--- config.mk ---
export PLATFORM = sky130hd
export DESIGN_NAME = riscv_mem_arbiter
export DESIGN_NICKNAME = d
export VERILOG_FILES = /design/src/rtl/riscv_mem_arbiter.sv
export SDC_FILE = /design/constraint.sdc
export NUM_CORES = 1
export LEC_CHECK = 0
export CORE_AREA = 2 2 120 122
export CTS_CLUSTER_DIAMETER = 50
export DETAILED_ROUTE_END_ITERATION = 12
export DIE_AREA = 0 0 122 124
export GPL_TIMING_DRIVEN = 0
export PLACE_DENSITY = 0.82
export SLEW_MARGIN = 20
export SYNTH_ARGS = -nofsm -noshare
export SYNTH_HDL_FRONTEND = slang
export SYNTH_SLANG_ARGS = --single-unit
--- constraint.sdc ---
create_clock -name clk -period 3.05 [get_ports clk]
set_clock_uncertainty 0.05 [all_clocks]
set_input_delay 0.915 -clock clk [delete_from_list [all_inputs] [get_ports clk]]
set_output_delay 0.915 -clock clk [all_outputs]
set_load 0.005 [all_outputs]
--- src/rtl/riscv_mem_arbiter.sv ---
// Arbiter that shares one single-port memory between the fetch and load/store paths.
// Optional statistics counters are enabled by defining RISCV_ARB_STATS_EN.
module riscv_mem_arbiter #(
  parameter int AW         = 32,
  parameter int DW         = 32,
  parameter int STARVE_MAX = 3,
  parameter int CNT_W      = 16
) (
  input  logic            clk,
  input  logic            rst,
  input  logic            if_req,
  input  logic [AW-1:0]   if_addr,
  output logic            if_gnt,
  output logic            if_rvalid,
  output logic [DW-1:0]   if_rdata,
  input  logic            d_req,
  input  logic            d_we,
  input  logic [AW-1:0]   d_addr,
  input  logic [DW-1:0]   d_wdata,
  input  logic [DW/8-1:0] d_be,
  output logic            d_gnt,
  output logic            d_rvalid,
  output logic [DW-1:0]   d_rdata,
  output logic            mem_req,
  output logic            mem_we,
  output logic [AW-1:0]   mem_addr,
  output logic [DW-1:0]   mem_wdata,
  output logic [DW/8-1:0] mem_be,
  input  logic            mem_ready,
  input  logic            mem_rvalid,
  input  logic [DW-1:0]   mem_rdata,
  output logic            busy
`ifdef RISCV_ARB_STATS_EN
  ,
  output logic [CNT_W-1:0] stat_if_cnt,
  output logic [CNT_W-1:0] stat_d_cnt,
  output logic [CNT_W-1:0] stat_stall_cnt
`endif
);

  localparam int         BW         = DW / 8;
  localparam logic [3:0] STARVE_LIM = 4'(STARVE_MAX);
  localparam logic       OWN_IF     = 1'b0;
  localparam logic       OWN_D      = 1'b1;

  typedef enum logic [1:0] {
    ST_IDLE  = 2'd0,
    ST_ISSUE = 2'd1,
    ST_WAIT  = 2'd2
  } state_e;

  state_e          state_q, state_d;
  logic            owner_q, owner_d;
  logic [3:0]      starve_q, starve_d;
  logic            mem_req_q, mem_req_d;
  logic            mem_we_q, mem_we_d;
  logic [AW-1:0]   mem_addr_q, mem_addr_d;
  logic [DW-1:0]   mem_wdata_q, mem_wdata_d;
  logic [BW-1:0]   mem_be_q, mem_be_d;
  logic            if_gnt_q, if_gnt_d;
  logic            d_gnt_q, d_gnt_d;
  logic            if_rvalid_q, if_rvalid_d;
  logic            d_rvalid_q, d_rvalid_d;
  logic [DW-1:0]   if_rdata_q, if_rdata_d;
  logic [DW-1:0]   d_rdata_q, d_rdata_d;
  logic            busy_q, busy_d;
  logic            pick_if;

  // Next-state, arbitration and response capture
  always_comb begin
    state_d     = state_q;
    owner_d     = owner_q;
    starve_d    = starve_q;
    mem_req_d   = mem_req_q;
    mem_we_d    = mem_we_q;
    mem_addr_d  = mem_addr_q;
    mem_wdata_d = mem_wdata_q;
    mem_be_d    = mem_be_q;
    if_gnt_d    = 1'b0;
    d_gnt_d     = 1'b0;
    if_rvalid_d = 1'b0;
    d_rvalid_d  = 1'b0;
    if_rdata_d  = if_rdata_q;
    d_rdata_d   = d_rdata_q;
    // Data wins unless the fetch side has already lost STARVE_MAX times in a row
    pick_if     = if_req && (!d_req || (starve_q == STARVE_LIM));

    case (state_q)
      ST_IDLE: begin
        if (if_req || d_req) begin
          state_d   = ST_ISSUE;
          mem_req_d = 1'b1;
          if (pick_if) begin
            owner_d     = OWN_IF;
            mem_we_d    = 1'b0;
            mem_addr_d  = if_addr;
            mem_wdata_d = {DW{1'b0}};
            mem_be_d    = {BW{1'b1}};
            if_gnt_d    = 1'b1;
            starve_d    = 4'd0;
          end else begin
            owner_d     = OWN_D;
            mem_we_d    = d_we;
            mem_addr_d  = d_addr;
            mem_wdata_d = d_wdata;
            mem_be_d    = d_be;
            d_gnt_d     = 1'b1;
            if (if_req && (starve_q != STARVE_LIM)) begin
              starve_d = starve_q + 4'd1;
            end else begin
              starve_d = starve_q;
            end
          end
        end else begin
          state_d = ST_IDLE;
        end
      end
      ST_ISSUE: begin
        if (mem_ready) begin
          state_d   = ST_WAIT;
          mem_req_d = 1'b0;
        end else begin
          mem_req_d = 1'b1;
        end
      end
      ST_WAIT: begin
        mem_req_d = 1'b0;
        if (mem_rvalid) begin
          state_d = ST_IDLE;
          if (owner_q == OWN_D) begin
            d_rvalid_d = 1'b1;
            if (!mem_we_q) begin
              d_rdata_d = mem_rdata;
            end else begin
              d_rdata_d = d_rdata_q;
            end
          end else begin
            if_rvalid_d = 1'b1;
            if_rdata_d  = mem_rdata;
          end
        end else begin
          state_d = ST_WAIT;
        end
      end
      default: begin
        state_d   = ST_IDLE;
        mem_req_d = 1'b0;
      end
    endcase

    busy_d = (state_d != ST_IDLE);
  end

  // State and output registers with synchronous active-low reset
  always_ff @(posedge clk) begin
    if (!rst) begin
      state_q     <= ST_IDLE;
      owner_q     <= 1'b0;
      starve_q    <= 4'd0;
      mem_req_q   <= 1'b0;
      mem_we_q    <= 1'b0;
      mem_addr_q  <= {AW{1'b0}};
      mem_wdata_q <= {DW{1'b0}};
      mem_be_q    <= {BW{1'b0}};
      if_gnt_q    <= 1'b0;
      d_gnt_q     <= 1'b0;
      if_rvalid_q <= 1'b0;
      d_rvalid_q  <= 1'b0;
      if_rdata_q  <= {DW{1'b0}};
      d_rdata_q   <= {DW{1'b0}};
      busy_q      <= 1'b0;
    end else begin
      state_q     <= state_d;
      owner_q     <= owner_d;
      starve_q    <= starve_d;
      mem_req_q   <= mem_req_d;
      mem_we_q    <= mem_we_d;
      mem_addr_q  <= mem_addr_d;
      mem_wdata_q <= mem_wdata_d;
      mem_be_q    <= mem_be_d;
      if_gnt_q    <= if_gnt_d;
      d_gnt_q     <= d_gnt_d;
      if_rvalid_q <= if_rvalid_d;
      d_rvalid_q  <= d_rvalid_d;
      if_rdata_q  <= if_rdata_d;
      d_rdata_q   <= d_rdata_d;
      busy_q      <= busy_d;
    end
  end

  assign if_gnt    = if_gnt_q;
  assign if_rvalid = if_rvalid_q;
  assign if_rdata  = if_rdata_q;
  assign d_gnt     = d_gnt_q;
  assign d_rvalid  = d_rvalid_q;
  assign d_rdata   = d_rdata_q;
  assign mem_req   = mem_req_q;
  assign mem_we    = mem_we_q;
  assign mem_addr  = mem_addr_q;
  assign mem_wdata = mem_wdata_q;
  assign mem_be    = mem_be_q;
  assign busy      = busy_q;

`ifdef RISCV_ARB_STATS_EN
  logic [CNT_W-1:0] stat_if_q, stat_if_d;
  logic [CNT_W-1:0] stat_d_q, stat_d_d;
  logic [CNT_W-1:0] stat_stall_q, stat_stall_d;

  function automatic logic [CNT_W-1:0] sat_inc(input logic [CNT_W-1:0] v);
    if (v == {CNT_W{1'b1}}) begin
      return v;
    end else begin
      return v + {{(CNT_W-1){1'b0}}, 1'b1};
    end
  endfunction

  // Counters are driven from the registered grant pulses so they match what the core sees
  always_comb begin
    stat_if_d    = stat_if_q;
    stat_d_d     = stat_d_q;
    stat_stall_d = stat_stall_q;
    if (if_gnt_q) begin
      stat_if_d = sat_inc(stat_if_q);
    end else begin
      stat_if_d = stat_if_q;
    end
    if (d_gnt_q) begin
      stat_d_d = sat_inc(stat_d_q);
    end else begin
      stat_d_d = stat_d_q;
    end
    if (if_req && !if_gnt_q && !d_gnt_q) begin
      stat_stall_d = sat_inc(stat_stall_q);
    end else begin
      stat_stall_d = stat_stall_q;
    end
  end

  // Statistics registers
  always_ff @(posedge clk) begin
    if (!rst) begin
      stat_if_q    <= {CNT_W{1'b0}};
      stat_d_q     <= {CNT_W{1'b0}};
      stat_stall_q <= {CNT_W{1'b0}};
    end else begin
      stat_if_q    <= stat_if_d;
      stat_d_q     <= stat_d_d;
      stat_stall_q <= stat_stall_d;
    end
  end

  assign stat_if_cnt    = stat_if_q;
  assign stat_d_cnt     = stat_d_q;
  assign stat_stall_cnt = stat_stall_q;
`endif

endmodule

# After elaboration in Yosys (flattened, before gate mapping)
# Cells that the tools add are included.
# word_totals
register_bits	146
out_inout_bits	139
elab_cells	54
inputBits	139
# classes
reduce_logical	14
mux	17
addsub	1
eq_ne	5
n_bitwise	2
# ops
op	n
32-bit two-way mux	2
4-bit two-way mux	3
3-bit AND reduction	4
1-bit two-way mux	8
2-bit one-hot mux with 3 select lines	1
4-bit by 1-bit adder with 4-bit output, second input constant	1
4-bit by 2-bit equality test with 1-bit output, second input constant	1
2-bit two-way mux	2
4-bit by 2-bit != test with 1-bit output, second input constant	1
4-bit AND reduction	1
2-bit nonzero test	2
2-bit by 1-bit equality test with 1-bit output, second input constant	1
2-bit equality test, second input constant	1
1-bit logical AND	2
2-bit logical NOT	1
1-bit logical OR	2
2-bit != test, second input constant	1
1-bit inverter	2
1-bit one-hot mux with 2 select lines	1
2-bit AND reduction	1
1-bit logical NOT	1

# Logic depth before layout (Yosys ltp)
# logic_depth
ltp_word	5
depth_mapped	7
depth_no_buf	4

# Worst setup path before layout
# OpenSTA, ideal clock, no wires.
# synth_path
path_kind	input to register
startpoint	input d_req
endpoint	register mem_addr_q[10] (netlist: mem_addr[10])
setup_slack_ns	0.908
stages	6
required_ns	2.878
t_arrival_ns	1.970
n_path_buf	3
setup_ns	0.122
path_cell_list	buf_2 -> nand2b_1 -> buf_4 -> buf_2 -> and3_1 -> o311a_1
# synth_between
elab_chain_cells	4
word_cells_on_any_way	6
cone_classes	mux: 1; reduce/logical: 5
# synth_lines
item	line	source
from (decl)	16	input logic d_req,
1-bit logical NOT	86	pick_if = if_req && (!d_req || (starve_q == STARVE_LIM));
1-bit logical OR	86	
1-bit logical AND	86	
32-bit two-way mux	93	if (pick_if) begin
to (signal assigned)	162	mem_addr_q <= {AW{1'b0}};
to (signal assigned)	178	mem_addr_q <= mem_addr_d;
to (decl)	57	logic [AW-1:0] mem_addr_q, mem_addr_d;
# Several ways; a longest one is shown, not always the timed one.
# A chain may end at the register's enable or synchronous reset.

# Worst setup path after layout
# layout_path
startpoint	input if_req
endpoint	register mem_wdata_q[3] (netlist: mem_wdata[3])
# layout_between
elab_chain_cells	2
word_cells_on_any_way	4
cone_classes	mux: 1; reduce/logical: 3
# layout_lines
item	line	source
from (decl)	11	input logic if_req,
1-bit logical AND / 1-bit logical OR (equally long branches)	86, 90	
32-bit two-way mux / 2-bit AND reduction (equally long branches)	-	
to (signal assigned)	163	mem_wdata_q <= {DW{1'b0}};
to (signal assigned)	179	mem_wdata_q <= mem_wdata_d;
to (decl)	58	logic [DW-1:0] mem_wdata_q, mem_wdata_d;
# Several ways; a longest one is shown, not always the timed one.

==> qor.yml <==
yosysUniqueCellTypes: 37
rsz0062_at_grt: "false"
hold_viol: 0
grt_pass1_vias: 6262
nNetsFinal: 1135
tightest_slew_ns: 0.614
diodes: 0
pin_count: 278
fp.coreArea_um2: 13700
first_pass_iters: 5
drive_gt1_share_pct: 5.37
num_rows: 43
setup_ws_ns: 0.556
required_ns: 3.34
rrSetupSlack_ns: 1.10
leakagePower_nw: 3.57
final_common_cell: "clkdlybuf4s50_1"
synth_edf_count: 0
arrival_ns: 2.78
clk_pin_slew_worst_paths_ns: 0.06
fin_crit_sh_pct: 81.8
finalSetupViolations: 0
drc: 0
wirelength_mm: 20.8
reg2regPathDepth: 6
slew-limit-headroom_pct: 59.1
cp-end-kind: "flip-flop"
grt_pass1_wl_mm: 31.9
die_x_um: 122
cts_setup_buffers: 0
final_cell_mix: "clkdlybuf4s50_1 (275), dfxtp_1 (146), nand2_1 (134), a21oi_1 (71), clkbuf_1 (55)"
cts_max_path_buffers: 2
hold_path.startpoint: "mem_req"
ant_nets: 0
fin_crit_ns: 2.49
yosysWarnings: 0
post_drt_wl_per_cell_um: 17.5
seq_area_frac_synth_pct: 47.7
track_usage_pct: 27.0
antenna_found_initial: 0
power_density_nw_per_um2: 516
drv_slew: 0
dp_hpwl_mm: 15.2
critPathKind: "primary input to flip-flop"
async_reset_ff_share_pct: 0
via_count: 6498
clkSinkCount: 146
initialDrtViolationCount: 376
maxCapViolCount: 0
area_growth_pct: 58.4
r2r_end: "mem_wdata[3]"
cp-start-kind: "primary input"
worstHoldEndpoint: "mem_req"
hold_buffers: 0
hold_depth: 2
cts-root-buf: "clkbuf_16"
synth.cell_area_um2: 6130
place_ws_ns: 0.137
die_h_um: 124
crit_start: "if_req"
synth_seq_cells: 146
initial_core_util_pct: 44.7
finalWeightedCongestion: 0.821
synth.avg_cell_area_um2: 8.75
ir_drop_mv: 0.351
holdWs_ns: 0.403
cts_tree: "yes"
fin_tns_setup_ns: 0
port_buffers: 275
cts_resized: 0
synth.net_count: 841
synthCells: 701
overflow: 0
grt_max_degree: 17
htreeDepth: 4
regToRegStartpoint: "state_q[1]"
vias_per_cell: 5.48
insertion_delay_ns: 0.42
crit_fanout: 10
cts_buffers: 17
run_status: "finished clean"
hp-class: "flip-flop to flip-flop"
max_freq_mhz: 401
p_total_mw: 5.01
dominantRegCellSynth: "dfxtp_1"
dieArea_um2: 15100
[flip-flops by register name, summed over array words and instances (netlist names)]
name and count:
mem_be 4, d_gnt 1, mem_we 1, state_q 2
mem_req 1, mem_addr 32, d_rdata 32, if_gnt 1
busy 1, d_rvalid 1, mem_wdata 32, if_rdata 32
owner_q 1, if_rvalid 1, starve_q 4
[synthesized netlist by cell type (4+ instances only)]
cell type / number / area [µm²]
buf_2: 16 / 80.1
a21boi_1: 5 / 37.5
and3_1: 33 / 206
buf_4: 4 / 30.0
nand4_1: 35 / 219
o21ai_0: 35 / 175
mux2i_1: 32 / 320
dfxtp_1: 146 / 2920
nor2_1: 6 / 22.5
o311a_1: 36 / 360
a21boi_0: 27 / 203
o21bai_1: 36 / 270
nand2_1: 134 / 503
a21oi_1: 71 / 355
clkbuf_1: 54 / 203
[critical path: stages]
cell             delay (ns)
clkdlybuf4s50_1        0.55
nor2_1                 0.52
clkbuf_1               0.36
o21ai_0                0.22
a21oi_1                0.21
[layout make-up]
cell class | instances | area (µm²)
Inverter | 2 | 7.51
Multi-Input combinational cell | 477 | 2880
Fill cell | 1149 | 4010
Clock inverter | 9 | 131
Tap cell | 180 | 225
Timing Repair Buffer | 275 | 2750
Clock buffer | 21 | 470
Buffer | 76 | 320
Sequential cell | 146 | 2920
[through the flow]
| step | std cells | instance area (µm²) | utilization (%) |
|---|---|---|---|
| global placement | 1156 | 9110 | 66.4 |
| global route | 1186 | 9710 | 70.8 |
| detailed placement | 1156 | 9110 | 66.4 |
| finish | 1186 | 9710 | 70.8 |
| floorplan | 701 | 6130 | - |
| CTS | 1186 | 9710 | 70.8 |
[cells by family (layout without fill, tap and decap cells)]
| kind of cell | after synthesis | in the layout | synth area share [%] |
|---|---|---|---|
| multiplexers | 32 | 32 | 5.22 |
| AND/OR/NAND/NOR | 230 | 230 | 18.2 |
| AO/OA/AOI/OAI | 214 | 214 | 23.4 |
| flip-flops | 146 | 146 | 47.7 |
| buffers and inverters | 78 | 383 | 5.34 |
| adder cells (fa/ha/maj) | 1 | 1 | 0.204 |
[worst max-delay path by stage]
stage,end,slack (ns),cells after the start
2_1_floorplan,mem_addr[10],0.91,6
3_3_place_gp,mem_addr[12],0.17,5
3_5_place_dp,mem_addr[1],0.14,5
4_1_cts,mem_addr[10],0.58,5
5_1_grt,mem_addr[10],0.47,5
6_report,mem_wdata[3],0.56,5
[report_power, final]
| part | switching, mW | total [mW] | internal (mW) | leakage, nW |
|---|---|---|---|---|
| combinational | 0.351 | 0.819 | 0.468 | 2.09 |
| sequential | 0.0508 | 2.06 | 2.01 | 1.19 |
| clock | 0.795 | 2.13 | 1.34 | 0.287 |
[routing by layer]
| metal | GRT usage, % | routed length [µm] | up-vias |
|---|---|---|---|
| met4 | 10.5 | 357 | 0 |
| li1 | - | - | 3098 |
| met5 | 0 | 0 | - |
| met2 | 47.1 | 10300 | 321 |
| met1 | 31.5 | 8260 | 3047 |
| met3 | 7.55 | 1860 | 32 |
No activity file was read; power rests on OpenSTA's default activity.
